### src/rtl/ddr_bringup_seq.sv
// ddr_bringup_seq: DDR3 controller bring-up sequencer.
// Pulses the controller reset, waits for a stable PLL lock and calibration,
// then releases the system core. Failures re-run the controller reset.
//
// Ports:
//   clk            single clock
//   resetn         asynchronous active-low reset
//   locked_i       controller PLL locked (async)
//   init_done_i    controller calibration done (async)
//   cal_fail_i     controller calibration failed (async)
//   ctrl_resetn_o  active-low reset to the memory controller
//   sys_rst_o      active-high reset to the system core
//   ready_o        memory usable (RUN only)
//   fail_o         sticky bring-up failure
//   retry_cnt_o    controller reset retries consumed
//   state_o        current state (debug)
//
// Build option: define DDR_CAL_RETRY_EN to enable controller reset retries;
// without it the first failure event is final and retry_cnt_o reads 0.
module ddr_bringup_seq #(
    parameter int unsigned RST_PULSE_CYC   = 16,
    parameter int unsigned LOCK_STABLE_CYC = 256,
    parameter int unsigned HOLD_CYC        = 32,
    parameter int unsigned CAL_TIMEOUT_CYC = 1000000,
    parameter int unsigned CNT_W           = 24,
    parameter int unsigned MAX_RETRY       = 3,
    parameter int unsigned RETRY_W         = 2
) (
    input  logic               clk,
    input  logic               resetn,
    input  logic               locked_i,
    input  logic               init_done_i,
    input  logic               cal_fail_i,
    output logic               ctrl_resetn_o,
    output logic               sys_rst_o,
    output logic               ready_o,
    output logic               fail_o,
    output logic [RETRY_W-1:0] retry_cnt_o,
    output logic [2:0]         state_o
);

    typedef enum logic [2:0] {
        CTRL_RST  = 3'd1,
        WAIT_LOCK = 3'd2,
        WAIT_CAL  = 3'd3,
        HOLD      = 3'd4,
        RUN       = 3'd5,
        FAIL      = 3'd6
    } state_e;

    localparam logic [CNT_W-1:0] PULSE_LAST = CNT_W'(RST_PULSE_CYC - 1);
    localparam logic [CNT_W-1:0] LOCK_LAST  = CNT_W'(LOCK_STABLE_CYC - 1);
    localparam logic [CNT_W-1:0] HOLD_LAST  = CNT_W'(HOLD_CYC - 1);
    localparam logic [CNT_W-1:0] TMO_LAST   = CNT_W'(CAL_TIMEOUT_CYC - 1);
    localparam logic [RETRY_W-1:0] RETRY_MAX = RETRY_W'(MAX_RETRY);

    state_e             state_q, state_d;
    logic [CNT_W-1:0]   cnt_q, cnt_d;
    logic [CNT_W-1:0]   tmo_q, tmo_d;
    logic [2:0]         meta_q, sync_q;
    logic               locked_s, init_done_s, cal_fail_s;
    logic               fail_ev;
    logic               tmo_hit;

    // Two-flop synchronizers, bit order {cal_fail, init_done, locked}.
    always_ff @(posedge clk or negedge resetn) begin
        if (!resetn) begin
            meta_q <= '0;
            sync_q <= '0;
        end else begin
            meta_q <= {cal_fail_i, init_done_i, locked_i};
            sync_q <= meta_q;
        end
    end

    assign locked_s    = sync_q[0];
    assign init_done_s = sync_q[1];
    assign cal_fail_s  = sync_q[2];

`ifdef DDR_CAL_RETRY_EN
    localparam bit RETRY_EN = 1'b1;
    logic [RETRY_W-1:0] retry_q, retry_d;

    // CTRL_RST is only re-entered from another state through a retry.
    always_comb begin
        retry_d = retry_q;
        if (state_d == CTRL_RST && state_q != CTRL_RST) begin
            retry_d = retry_q + 1'b1;
        end
    end

    always_ff @(posedge clk or negedge resetn) begin
        if (!resetn) begin
            retry_q <= '0;
        end else begin
            retry_q <= retry_d;
        end
    end
`else
    localparam bit RETRY_EN = 1'b0;
    logic [RETRY_W-1:0] retry_q;
    assign retry_q = '0;
`endif

    always_ff @(posedge clk or negedge resetn) begin
        if (!resetn) begin
            state_q <= CTRL_RST;
            cnt_q   <= '0;
            tmo_q   <= '0;
        end else begin
            state_q <= state_d;
            cnt_q   <= cnt_d;
            tmo_q   <= tmo_d;
        end
    end

    assign tmo_hit = (tmo_q == TMO_LAST);

    always_comb begin
        state_d = state_q;
        cnt_d   = cnt_q + 1'b1;
        fail_ev = 1'b0;

        unique case (state_q)
            CTRL_RST: begin
                if (cnt_q == PULSE_LAST) state_d = WAIT_LOCK;
            end
            WAIT_LOCK: begin
                // cnt_q counts consecutive locked cycles here.
                cnt_d = locked_s ? cnt_q + 1'b1 : '0;
                if (tmo_hit) begin
                    fail_ev = 1'b1;
                end else if (locked_s && cnt_q == LOCK_LAST) begin
                    state_d = WAIT_CAL;
                end
            end
            WAIT_CAL: begin
                if (cal_fail_s || !locked_s || tmo_hit) begin
                    fail_ev = 1'b1;
                end else if (init_done_s) begin
                    state_d = HOLD;
                end
            end
            HOLD: begin
                if (!locked_s || !init_done_s) begin
                    fail_ev = 1'b1;
                end else if (cnt_q == HOLD_LAST) begin
                    state_d = RUN;
                end
            end
            RUN: begin
                cnt_d = '0;
                if (!locked_s || !init_done_s) fail_ev = 1'b1;
            end
            FAIL: begin
                cnt_d = '0;
            end
            default: begin
                state_d = CTRL_RST;
            end
        endcase

        if (fail_ev) begin
            if (RETRY_EN && retry_q < RETRY_MAX) begin
                state_d = CTRL_RST;
            end else begin
                state_d = FAIL;
            end
        end

        if (state_d != state_q) cnt_d = '0;
    end

    // The calibration timeout spans WAIT_LOCK and WAIT_CAL as one window.
    always_comb begin
        tmo_d = '0;
        if (state_d != state_q) begin
            if (state_q == WAIT_LOCK && state_d == WAIT_CAL) begin
                tmo_d = tmo_q + 1'b1;
            end
        end else if (state_q == WAIT_LOCK || state_q == WAIT_CAL) begin
            tmo_d = tmo_q + 1'b1;
        end
    end

    assign ctrl_resetn_o = (state_q == WAIT_LOCK) || (state_q == WAIT_CAL) ||
                           (state_q == HOLD) || (state_q == RUN);
    assign sys_rst_o     = (state_q != RUN);
    assign ready_o       = (state_q == RUN);
    assign fail_o        = (state_q == FAIL);
    assign retry_cnt_o   = retry_q;
    assign state_o       = state_q;

endmodule

### config.mk
export PLATFORM = sky130hd
export DESIGN_NAME = ddr_bringup_seq
export DESIGN_NICKNAME = d
export VERILOG_FILES = /design/src/rtl/ddr_bringup_seq.sv
export SDC_FILE = /design/constraint.sdc
export NUM_CORES = 1
export LEC_CHECK = 0
export CORE_MARGIN = 2
export CORE_UTILIZATION = 45
export CTS_CLUSTER_SIZE = 28
export DETAILED_ROUTE_END_ITERATION = 7
export PLACE_DENSITY_LB_ADDON = 0.1
export SYNTH_ARGS = -nofsm -noshare
export SYNTH_HDL_FRONTEND = slang
export SYNTH_SLANG_ARGS = --single-unit
### constraint.sdc
create_clock -name clk -period 5.6 [get_ports clk]
set_input_delay 1.4 -clock clk [delete_from_list [all_inputs] [get_ports clk]]
set_output_delay 1.4 -clock clk [all_outputs]
set_load 0.01 [all_outputs]
==> flow_summary.yaml <==
outcome:
  status: "finished clean"
pwr:
  p_clk_frac: 0.500
  p_seq_frac: 0.476
  ir_drop_mv: 0.164
  swShare: 0.211
  power_switching_mw: 0.186
  comb_power_share: 0.024
  p_leak_nw: 1.47
  intPower_mw: 0.695
  p_per_area_mw_per_mm2: 261
global_routing:
  groute.usage.overall: 0.168
  grt_antenna_before_repair: 0
  grt_pass1_vias: 2052
  grt_max_degree: 58
  grt.busiest_layer: "met2"
  use_met1: 0.224
  grt.met2_usage: 0.250
  gr-total-overflow: 0
  globalRouteMet3Util: 0.0371
  grt_pass1_wl_mm: 9.61
detailed_routing:
  via_per_inst: 5.45
  routed_wl_mm: 5.58
  drtPass1Iterations: 4
  dr.first_iter.drc_count: 102
  routedWlPerCell_um: 14.4
  vias: 2115
  drt.antenna.violating_nets: 0
  drc: 0
layout:
  drive_above_1_share: 0.151
  layout_commonest_cell: "dfrtp_1"
  num_antenna_cells: 0
  final_cell_mix: "56 x dfrtp_1, 35 x nor2_1, 26 x xor2_1, 20 x nand2_1, 19 x nor3_2"
  final_core_util: 0.523
  areaGrowthSynthToFinish_pct: 11.2
  num-nets-final: 313
clock_tree:
  cts_resized: 0
  clock-sinks: 57
  cts_inserted_buffers: 9
  clk_latency_ns: 0.34
  cts_root_buf: "clkbuf_8"
  clkTransAtPathRegs_ns: 0.07
  cts_tree: "yes"
  cts.path.max_buffers: 2
  post_cts_buffers: 0
  htreeDepth: 3
  ctsHoldBuffers: 0
critical_path:
  critPathBufInv: 2
  cp_max_fo: 11
  required_ns: 4.20
  rrSetupSlack_ns: 3.01
  rr_worst_depth: 6
  rr_startpoint: "state_o[1]"
  critPathLaunchType: "flip-flop"
  crit_family: "buffers and inverters"
  endpoint_kind: "output port"
  critical_path_class: "flip-flop to output port"
  cp_slowest_stage_delay_ns: 0.52
  slowest_stage: "dfrtp_1"
  crit_path_cell_trace: "nor2b_1 > nand2_1 > inv_1 > clkdlybuf4s50_1"
  arrival_ns: 1.88
  startpoint: "state_o[2]"
  timing.rr.end: "cnt_q[3]"
floorplanning:
  core.rowCount: 29
  start_util: 0.471
  die_area_mm2: 0.00743
  fp.dieH_um: 86.2
  core_area_mm2: 0.00646
  die_w_um: 86.2
  ios: 14
synthesis:
  synth-seq-cells: 57
  synth-xor-area-share: 0.127
  yosys_warnings: 0
  synthesis.instances: 294
  yosys.area_share.simple: 0.300
  ys.flop_type: "dfrtp_1"
  syn_area_per_cell_um2: 10.3
  synth_top_area_cell: "dfrtp_1"
  post_synth_num_cell_types: 46
  syn_area_mm2: 0.00304
  yosysSeqAreaShare: 0.470
  synth-async-reset-ratio: 1.00
  yosysTopAreaCellShare: 0.461
  synth_top_family_by_area: "simple AND/OR/NAND/NOR gates"
  synth-edff-count: 0
  muxShareOfSynthArea: 0
  synth-adder-area-share: 0.00823
  synth_compound_area_frac: 0.0531
  synthTopCellsByArea: "dfrtp_1 46%, xor2_1 7.5%, nor3_2 6.3%"
hold_path:
  hp-start: "meta_q[0]"
  hp-class: "flip-flop to flip-flop"
  hold_depth: 0
  min_to: "sync_q[0]"
timing:
  rsz0062_at_grt: "false"
  relSlewSlack: 0.321
  tns_ns: 0
  slew_viol_final: 0
  period_needed_ns: 3.28
  worst_pin_slew_ns: 1.02
  hold_viol: 0
  clock.fmax_mhz: 305
  fin_crit_sh: 0.585
  setup_viol: 0
  finClkSkew_ns: 0.0104
place:
  gp_congestion: 0.801
  portBuffers: 11
  dpl.hpwl_mm: 3.59
run:
  drv_cap: 0
[worst reg2reg max path, delay by kind of cell (launching register included)]
kind	cells	cell delay [ns]
AOI/OAI and AO/OA	2	0.93
and+or+nand+nor	4	0.92
DFF	1	0.59
[flip-flops by register name, summed over array words and instances (netlist names)]
signal   count
tmo_q       24
cnt_q       24
sync_q       3
meta_q       3
state_o      3
[power groups by stage]
stage	registers, mW	clock network [mW]	logic (mW)
6_report	0.419	0.441	0.0211
5_1_grt	0.420	0.468	0.0252
4_1_cts	0.419	0.450	0.0221
3_5_place_dp	0.427	0	0.0221
3_3_place_gp	0.427	0	0.0223
2_1_floorplan	0.426	0	0.0131
[layout make-up]
class                      instances  area [µm²]
clock buffer                      11         151
inverter                           6        22.5
tap                               77        96.3
timing repair buffer              12         113
fill                             596        3080
clock inverter                     5        77.6
sequential                        57        1430
multi-input combinational        220        1490
[synth_stat cells (2+ instances only)]
master,count
o21ai_0,4
nor2b_1,6
nor3_2,19
nor3_4,2
xnor2_1,18
buf_2,5
a31oi_1,2
ha_1,2
nand3_1,16
nor2_1,35
a21oi_1,5
buf_6,2
nand2b_1,3
nor3_1,10
and3_1,9
nand4_1,11
and4_1,5
nor4_1,6
a221oi_1,2
inv_1,6
nand2_1,20
buf_4,2
xor2_1,26
dfrtp_1,56
[per-stage QoR]
step	worst slack [ns]	power, mW	std cells	area [µm²]	hold WS (ns)
after floorplan	3.09	0.439	295	3040	0.331
after global placement	2.73	0.449	372	3150	0.336
after detailed placement	2.69	0.449	372	3150	0.335
after CTS	2.32	0.892	388	3380	0.349
after global routing	2.23	0.914	388	3380	0.362
final	2.32	0.881	388	3380	0.348
[logic make-up after synthesis]
group | count (synthesis)
flops | 57
simple gates | 151
buf+inv | 18
compound gates | 21
fa+ha+maj | 2
xor+xnor | 44
other cells | 1
[routing by layer]
metal | wire length, µm | up-vias
met5 | 0 | -
met4 | 148 | 0
met3 | 188 | 12
met2 | 2460 | 44
met1 | 2770 | 1007
li1 | - | 1052
[worst max-delay path by stage]
stage	endpoint	slack, ns	cells after the start
2_1_floorplan	ready_o	3.09	3
3_3_place_gp	ready_o	2.73	4
3_5_place_dp	ready_o	2.69	4
4_1_cts	ready_o	2.32	4
5_1_grt	ready_o	2.23	4
6_report	ready_o	2.32	4
Power figures use the tool's default switching activity.
